--- config.mk ---
export PLATFORM = sky130hd
export DESIGN_NAME = uart_tx_arbiter_flat
export DESIGN_NICKNAME = d
export VERILOG_FILES = /design/src/rtl/uart_tx_arbiter_if.sv /design/src/rtl/uart_tx_arbiter.sv /design/src/flat_wrapper.sv
export SDC_FILE = /design/constraint.sdc
export NUM_CORES = 1
export LEC_CHECK = 0
export BUFFER_PORTS_ARGS = -buffer_cell sky130_fd_sc_hd__buf_2
export CAP_MARGIN = 20
export CELL_PAD_IN_SITES_DETAIL_PLACEMENT = 0
export CELL_PAD_IN_SITES_GLOBAL_PLACEMENT = 1
export CORE_MARGIN = 3
export CORE_UTILIZATION = 35
export DETAILED_ROUTE_END_ITERATION = 8
export PLACE_DENSITY = 0.92
export SLEW_MARGIN = 15
export SYNTH_ARGS = -nofsm -noshare
export SYNTH_HDL_FRONTEND = slang
export SYNTH_SLANG_ARGS = --single-unit
--- constraint.sdc ---
create_clock -name clk -period 5.15 [get_ports clk]
set_clock_uncertainty 0.2 [all_clocks]
set_input_delay 0.2575 -clock clk [delete_from_list [all_inputs] [get_ports clk]]
set_output_delay 0.2575 -clock clk [all_outputs]
set_load 0.005 [all_outputs]
--- src/rtl/uart_tx_arbiter_if.sv ---
// uart_tx_arbiter_if: requester and transmitter signals of the UART TX arbiter.
// master = arbiter side, slave = requesters plus transmitter.
interface uart_tx_arbiter_if #(
    parameter int N = 4
);
    localparam int GW = (N > 1) ? $clog2(N) : 1;

    logic [N-1:0]   req;
    logic [8*N-1:0] byte_in;
    logic [N-1:0]   ack;
    logic           tx_enable;
    logic [7:0]     tx_byte;
    logic           tx_busy;
    logic [GW-1:0]  grant;
    logic           active;
    logic           err;

    modport master (
        input  req, byte_in, tx_busy,
        output ack, tx_enable, tx_byte, grant, active, err
    );

    modport slave (
        output req, byte_in, tx_busy,
        input  ack, tx_enable, tx_byte, grant, active, err
    );
endinterface

--- src/rtl/uart_tx_arbiter.sv ---
// uart_tx_arbiter: round-robin arbiter sharing one UART transmitter between N
// byte sources. Each byte is launched once (ack + tx_enable pulse), then the
// arbiter waits for the transmitter's busy to rise and fall before granting again.
// Optional feature macro: UART_ARB_TIMEOUT_EN -- abandon a launch whose busy
// never rises within TIMEOUT cycles and raise the sticky err flag.
module uart_tx_arbiter #(
    parameter int N       = 4,
    parameter int TIMEOUT = 16
) (
    input  logic              clk,
    input  logic              reset,
    uart_tx_arbiter_if.master bus
);
    localparam int GW = (N > 1) ? $clog2(N) : 1;

    typedef enum logic [1:0] {
        IDLE      = 2'd0,
        WAIT_BUSY = 2'd1,
        WAIT_DONE = 2'd2
    } state_e;

    state_e        state_q, state_d;
    logic [GW-1:0] ptr_q, ptr_d;
    logic [GW-1:0] grant_q, grant_d;
    logic [GW-1:0] ptr_next;
    logic [7:0]    tx_byte_q, tx_byte_d;
    logic [N-1:0]  ack_q, ack_d;
    logic          tx_en_q, tx_en_d;
    logic          found;
    int            win;

`ifdef UART_ARB_TIMEOUT_EN
    localparam int CW = $clog2(TIMEOUT + 1);
    logic [CW-1:0] cnt_q, cnt_d;
    logic          err_q, err_d;
`endif

    // Pointer moves one past the winner held in grant_q once its byte is done.
    assign ptr_next = (grant_q == GW'(N - 1)) ? '0 : grant_q + 1'b1;

    // Pick the first pending requester at or after ptr, scanning upward with wrap.
    always_comb begin
        found = 1'b0;
        win   = 0;
        for (int k = 0; k < N; k++) begin
            if (!found && bus.req[(int'(ptr_q) + k) % N]) begin
                found = 1'b1;
                win   = (int'(ptr_q) + k) % N;
            end
        end
    end

    // Next-state and registered-output logic; ack/tx_enable are single-cycle pulses.
    always_comb begin
        state_d   = state_q;
        ptr_d     = ptr_q;
        grant_d   = grant_q;
        tx_byte_d = tx_byte_q;
        ack_d     = '0;
        tx_en_d   = 1'b0;
`ifdef UART_ARB_TIMEOUT_EN
        cnt_d     = cnt_q;
        err_d     = err_q;
`endif
        case (state_q)
            IDLE: begin
                // A transmitter still busy (e.g. across a reset) blocks launches.
                if (found && !bus.tx_busy) begin
                    grant_d    = win[GW-1:0];
                    tx_byte_d  = bus.byte_in[8*win +: 8];
                    ack_d[win] = 1'b1;
                    tx_en_d    = 1'b1;
                    state_d    = WAIT_BUSY;
`ifdef UART_ARB_TIMEOUT_EN
                    cnt_d      = '0;
`endif
                end
            end
            WAIT_BUSY: begin
                if (bus.tx_busy) begin
                    state_d = WAIT_DONE;
`ifdef UART_ARB_TIMEOUT_EN
                end else if (cnt_q == CW'(TIMEOUT - 1)) begin
                    // Byte counts as consumed; skip past its owner and flag it.
                    err_d   = 1'b1;
                    ptr_d   = ptr_next;
                    state_d = IDLE;
                end else begin
                    cnt_d   = cnt_q + 1'b1;
`endif
                end
            end
            WAIT_DONE: begin
                if (!bus.tx_busy) begin
                    ptr_d   = ptr_next;
                    state_d = IDLE;
                end
            end
            default: state_d = IDLE;
        endcase
    end

    // State and output registers; everything clears on reset.
    always_ff @(posedge clk or negedge reset) begin
        if (!reset) begin
            state_q   <= IDLE;
            ptr_q     <= '0;
            grant_q   <= '0;
            tx_byte_q <= '0;
            ack_q     <= '0;
            tx_en_q   <= 1'b0;
        end else begin
            state_q   <= state_d;
            ptr_q     <= ptr_d;
            grant_q   <= grant_d;
            tx_byte_q <= tx_byte_d;
            ack_q     <= ack_d;
            tx_en_q   <= tx_en_d;
        end
    end

`ifdef UART_ARB_TIMEOUT_EN
    // Launch-timeout counter and sticky error flag.
    always_ff @(posedge clk or negedge reset) begin
        if (!reset) begin
            cnt_q <= '0;
            err_q <= 1'b0;
        end else begin
            cnt_q <= cnt_d;
            err_q <= err_d;
        end
    end

    assign bus.err = err_q;
`else
    logic unused_timeout;
    assign unused_timeout = |TIMEOUT;
    assign bus.err        = 1'b0;
`endif

    assign bus.ack       = ack_q;
    assign bus.tx_enable = tx_en_q;
    assign bus.tx_byte   = tx_byte_q;
    assign bus.grant     = grant_q;
    assign bus.active    = (state_q != IDLE);
endmodule

--- src/flat_wrapper.sv ---
// flat-port wrapper written by rule: the top's interface ports become plain ports
module uart_tx_arbiter_flat 
#(
    parameter int N       = 4,
    parameter int TIMEOUT = 16
)
  (clk, reset, bus_req, bus_byte_in, bus_tx_busy, bus_ack, bus_tx_enable, bus_tx_byte, bus_grant, bus_active, bus_err);
  uart_tx_arbiter_if #(.N(N)) bus_i ();
  input  logic clk;
  input  logic reset;
  input wire logic [$bits(bus_i.req)-1:0] bus_req;
  input wire logic [$bits(bus_i.byte_in)-1:0] bus_byte_in;
  input wire logic [$bits(bus_i.tx_busy)-1:0] bus_tx_busy;
  output wire logic [$bits(bus_i.ack)-1:0] bus_ack;
  output wire logic [$bits(bus_i.tx_enable)-1:0] bus_tx_enable;
  output wire logic [$bits(bus_i.tx_byte)-1:0] bus_tx_byte;
  output wire logic [$bits(bus_i.grant)-1:0] bus_grant;
  output wire logic [$bits(bus_i.active)-1:0] bus_active;
  output wire logic [$bits(bus_i.err)-1:0] bus_err;
  assign bus_i.req = bus_req;
  assign bus_i.byte_in = bus_byte_in;
  assign bus_i.tx_busy = bus_tx_busy;
  assign bus_ack = bus_i.ack;
  assign bus_tx_enable = bus_i.tx_enable;
  assign bus_tx_byte = bus_i.tx_byte;
  assign bus_grant = bus_i.grant;
  assign bus_active = bus_i.active;
  assign bus_err = bus_i.err;
  uart_tx_arbiter #(.N(N), .TIMEOUT(TIMEOUT)) u_core (.clk(clk), .reset(reset), .bus(bus_i));
endmodule
# ---- Word-level counts from Yosys, hierarchy flattened
# Index checks and enable logic that the tools add are counted.
dict set report op_classes {
  add_sub_neg 4
  magnitude_cmp 6
  n_eq_ne 6
  shift 1
  mux 30
  bitwise 4
  reduce_logical 17
}
# operator n
set op_table {}
lappend op_table {{32-bit two-way mux} 3}
lappend op_table {{32-bit by 1-bit >= comparator with 1-bit output (second input constant)} 1}
lappend op_table {{32-bit by 4-bit < comparator with 1-bit output (second input constant)} 1}
lappend op_table {{32-bit by 32-bit indexed part select with 8-bit output} 1}
lappend op_table {{1-bit two-way mux} 14}
lappend op_table {{3-bit by 4-bit < comparator with 1-bit output (second input constant)} 3}
lappend op_table {{2-bit two-way mux} 5}
lappend op_table {{1-bit binary-select mux with 2-bit select} 4}
lappend op_table {{4-bit two-way mux} 2}
lappend op_table {{2-bit case mux with 3 select lines} 1}
lappend op_table {{2-bit OR reduction} 3}
lappend op_table {{1-bit logical AND} 5}
lappend op_table {{2-bit by 1-bit adder with 2-bit output (second input constant)} 2}
lappend op_table {{2-bit adder (second input constant)} 2}
lappend op_table {{2-bit equality test (second input constant)} 2}
lappend op_table {{1-bit logical NOT} 4}
lappend op_table {{2-bit != test (second input constant)} 2}
lappend op_table {{2-bit AND reduction} 2}
lappend op_table {{1-bit bitwise AND (first input constant)} 3}
lappend op_table {{2-bit by 3-bit < comparator with 1-bit output (second input constant)} 1}
lappend op_table {{3-bit AND reduction} 1}
lappend op_table {{1-bit demux with 2-bit select} 1}
lappend op_table {{2-bit by 1-bit equality test with 1-bit output (second input constant)} 1}
lappend op_table {{2-bit logical NOT} 1}
lappend op_table {{other kinds (3)} 3}
dict set report word_totals {
  ff_bits 19
  in_bits 39
  output_inout_bits 17
  elab_cells 74
}

# ---- Depth between registers and ports, before layout
dict set report logic_depth {
  word_depth 20
  mapped_depth 6
  depth_no_buf 5
}

# ---- Worst setup path after synthesis
# No wires, ideal clock.
dict set report synth_path {
  path_type {reg-to-reg}
  from {register u_core.ptr_q[1]}
  to {register u_core.tx_byte_q[4] (netlist: u_core.bus.tx_byte[4])}
  setup_time_ps 142
  t_arrival_ps 1564
  t_required_ps 4808
  setup_slack_ps 3244
  stages_incl_launch_ff 6
  path_buffers 1
  synth_period_minus_slack_ps 1906
  path_cell_list {dfrtp_1 > mux2_1 > o221ai_2 > buf_2 > mux2i_1 > o221ai_2}
}
dict set report synth_via {
  elab_chain_cells 14
  elab_cells_between_ends 37
  classes_between {add/sub (3); shift (1); mux (19); bitwise (3); reduce/logical (11)}
}
# item line_no
set synth_lines {}
lappend synth_lines {{start, declared} uart_tx_arbiter.sv:23} ;# logic [GW-1:0] ptr_q, ptr_d;
lappend synth_lines {{start signal, assigned} uart_tx_arbiter.sv:114} ;# ptr_q <= ptr_d;
lappend synth_lines {{parallel branches: the longest is 14 deep, another holds 2-bit by 1-bit adder with 2-bit output} --}
lappend synth_lines {{end signal, assigned} uart_tx_arbiter.sv:116} ;# tx_byte_q <= tx_byte_d;
lappend synth_lines {{end, declared} uart_tx_arbiter.sv:26} ;# logic [7:0] tx_byte_q, tx_byte_d;
# Parallel ways; which one is timed is not known. The select of a mux whose other input is x is not followed.
# A chain may end at the register's enable or synchronous reset.

# ---- Worst setup path in the final report
dict set report layout_path {
  from {input port bus_tx_busy}
  to {register u_core.tx_byte_q[0] (netlist: u_core.bus.tx_byte[0])}
}
dict set report layout_via {
  elab_chain_cells 3
}
# item line_no
set layout_lines {}
lappend layout_lines {{start, declared} flat_wrapper.sv:13} ;# input wire logic [$bits(bus_i.tx_busy)-1:0] bus_tx_busy;
lappend layout_lines {{1-bit logical NOT} uart_tx_arbiter.sv:68} ;# if (found && !bus.tx_busy) begin
lappend layout_lines {{1-bit logical AND} uart_tx_arbiter.sv:68}
lappend layout_lines {{2-bit AND reduction (no line)} --}
# Every way passes these cells.

==> impl_metrics.env <==
export IMPL_outcome="finished clean"
export IMPL_finalCriticalPeriod_ps=2488
export IMPL_grt_pass1_vias=954
export IMPL_ant_nets=0
export IMPL_clk_path_buf_depth=2
export IMPL_syn_nets=133
export IMPL_routed_wirelength_um=2598
export IMPL_dpl_cell_area_um2=1348
export IMPL_num_antenna_cells=0
export IMPL_dp_hpwl_um=2088
export IMPL_yosysSeqAreaShare_pct=44.50
export IMPL_pre_cts_ws_ps=2800
export IMPL_clkTransAtPathRegs_ps=100
export IMPL_fmaxAchievable_mhz=401.9
export IMPL_cp_cell_sequence="dlygate4sd3_1 -> buf_2 -> or4_1 -> or3_1 -> o221ai_2"
export IMPL_endpoint_kind="flip-flop"
export IMPL_drv_slew=0
export IMPL_num_vias=925
export IMPL_syn_area_per_cell_um2=11.49
export IMPL_globalplace_congestion=0.7739
export IMPL_drc=0
export IMPL_overflow=0
export IMPL_drv_cap=0
export IMPL_rsz0062_at_grt="false"
export IMPL_start_util_pct=37.77
export IMPL_cpMaxStageDelayCell="or4_1"
export IMPL_area_growth_pct=30.45
export IMPL_required_ps=5150
export IMPL_path_buf_inv=2
export IMPL_final_area_um2=1394
export IMPL_post_cts_setup_buffer_count=0
export IMPL_final_hold_viol_count=0
export IMPL_port_buffers=54
export IMPL_yosys_warnings=0
export IMPL_cts_tree="done"
export IMPL_critPathTopFamily="simple AND/OR/NAND/NOR gates"
export IMPL_dieArea_um2=3752
export IMPL_htreeDepth=1
export IMPL_peakVddDrop_uv=209.2
export IMPL_min_path_type="input port to flip-flop"
export IMPL_final_cell_mix="buf_2, dfrtp_1, mux2i_1"
export IMPL_ys_types=32
export IMPL_synth_seq_cells=19
export IMPL_final_layout_size_suffix_gt1_share_pct=49.32
export IMPL_wire_per_inst_um=14.51
export IMPL_clock_sinks=19
export IMPL_finalCritPeriodShare_pct=48.32
export IMPL_dieHeight_um=61.26
export IMPL_cp_start_kind="input port"
export IMPL_setup_viol=0
export IMPL_max_slew_margin_rel_pct=57.70
export IMPL_final_nets=189
export IMPL_synth_area_um2=1069
export IMPL_grt_max_degree=22
export IMPL_powerDensity_nw_per_um2=417.3
export IMPL_critical_path_max_fanout=15
export IMPL_placementRows=19
export IMPL_via_per_inst=5.168
export IMPL_whs_ps=94.70
export IMPL_core_area_um2=2829
export IMPL_drt_iter0_markers=16
export IMPL_crit_type="input port to flip-flop"
export IMPL_tns_ps=0
export IMPL_first_pass_iters=4
export IMPL_p_leak_nw=0.7412
export IMPL_die_x_um=61.26
export IMPL_synthCells=93
export IMPL_clockRootBuffer="clkbuf_4"
export IMPL_nFillCells=268
export IMPL_antenna_found_initial=0
export IMPL_worstPathArrival_ps=2490
export IMPL_grtUsageTotal_pct=14.44
export IMPL_grt_pass1_wl_um=4043
export IMPL_slowest_delay_ps=710
export IMPL_clock_latency_ps=290
export IMPL_numCtsBuffers=3
export IMPL_ios=56
export IMPL_worst_pin_slew_ps=634.4
export IMPL_layout_commonest_cell="buf_2"
export IMPL_fin_ws_ps=2662
==> metal layers <==
layer,global-route usage (%),up-vias,share of wire (%)
li1,-,445,-
met1,16.71,442,41
met2,27.04,38,51
met3,2.935,0,8.1
met4,3.406,0,0
met5,0,-,0
==> worst register-to-register path, cell delays in order, from the launching register on <==
cell	delay (ps)
dfrtp_1	440
or4_1	770
or3_1	630
o221ai_2	230
==> cells by family after synthesis <==
kind of cell               synth area share [%]
DFF                                       44.50
adders and majority gates                 1.171
other                                    0.3510
and+or+nand+nor                           13.47
AOI/OAI and AO/OA                         16.63
muxes                                     18.15
buffers and inverters                     4.917
xor gates and xnor gates                 0.8198
==> sequential cells by signal (all words and copies together) (netlist names) <==
name                  count
u_core.bus.tx_byte        8
u_core.bus.ack            4
u_core.bus.grant          2
u_core.ptr_q              2
u_core.state_q            2
u_core.bus.tx_enable      1
==> per-stage QoR <==
stage | std cells | power (mW) | utilization (%)
finish | 179 | 0.5816 | 49.27
global route | 179 | 0.6315 | 49.27
CTS | 179 | 0.5890 | 49.27
detailed placement | 173 | 0.5149 | 47.63
global placement | 173 | 0.4981 | 47.63
floorplan | 93 | 0.4143 | -
==> final timing paths <==
path                                             from                    end  slack (ps)  cells past startpoint
worst max-delay path                      bus_tx_busy  u_core.bus.tx_byte[0]        2660                      5
worst min-delay path                  bus_byte_in[27]  u_core.bus.tx_byte[3]          90                      3
worst max register to register      u_core.state_q[0]  u_core.bus.tx_byte[0]        2790                      3
worst min register to register  u_core.bus.tx_byte[3]  u_core.bus.tx_byte[3]         300                      2
max in group asynchronous                       reset  u_core.bus.tx_byte[4]        4230                      2
min in group asynchronous                       reset        u_core.ptr_q[0]         220                      2
==> where the power goes <==
| group | internal, mW | switching [mW] |
|---|---|---|
| Clock | 0.0300 | 0.0433 |
| Combinational | 0.134 | 0.129 |
| Sequential | 0.202 | 0.0428 |
==> cells in the mapped netlist <==
cell | n | area, µm²
o21ai_1 | 1 | 5.000
nand2_1 | 12 | 45.04
or3b_1 | 1 | 8.760
or3_1 | 1 | 6.260
nor2_1 | 1 | 3.750
or2_2 | 2 | 12.51
mux2_2 | 2 | 22.52
a311oi_1 | 1 | 8.760
and2_1 | 1 | 6.260
a21boi_0 | 1 | 7.510
a211oi_1 | 1 | 7.510
nor2b_2 | 1 | 8.760
a21oi_1 | 1 | 5.000
mux2i_1 | 16 | 160.2
nand2b_1 | 1 | 6.260
xor2_1 | 1 | 8.760
buf_6 | 1 | 11.26
buf_4 | 1 | 7.510
nor2b_1 | 2 | 12.51
o221ai_2 | 9 | 135.1
mux2_1 | 1 | 11.26
nor3_1 | 1 | 5.000
clkbuf_1 | 1 | 3.750
dfrtp_1 | 19 | 475.5
or4_1 | 1 | 7.510
nor3b_1 | 2 | 15.01
inv_1 | 4 | 15.01
conb_1 | 1 | 3.750
ha_1 | 1 | 12.51
nor4_1 | 1 | 6.260
o21ai_2 | 1 | 8.760
buf_2 | 3 | 15.01
==> final cells by class <==
| cell class | count | area (µm²) | share of cell area (%) |
|---|---|---|---|
| well taps | 31 | 38.79 | 2.783 |
| repair buffers | 57 | 297.8 | 21.36 |
| inverters | 4 | 15.01 | 1.077 |
| flip-flops and latches | 19 | 475.5 | 34.11 |
| multi-input cells | 64 | 540.5 | 38.78 |
| clock buffers | 4 | 26.28 | 1.885 |
==> repair_timing <==
item / CTS / global route
hold buffers: 2 / 0
gates resized for setup: 0 / 0
endpoints found under the hold margin: 20 / 0
Note: power is estimated with default switching activity, not from simulation.
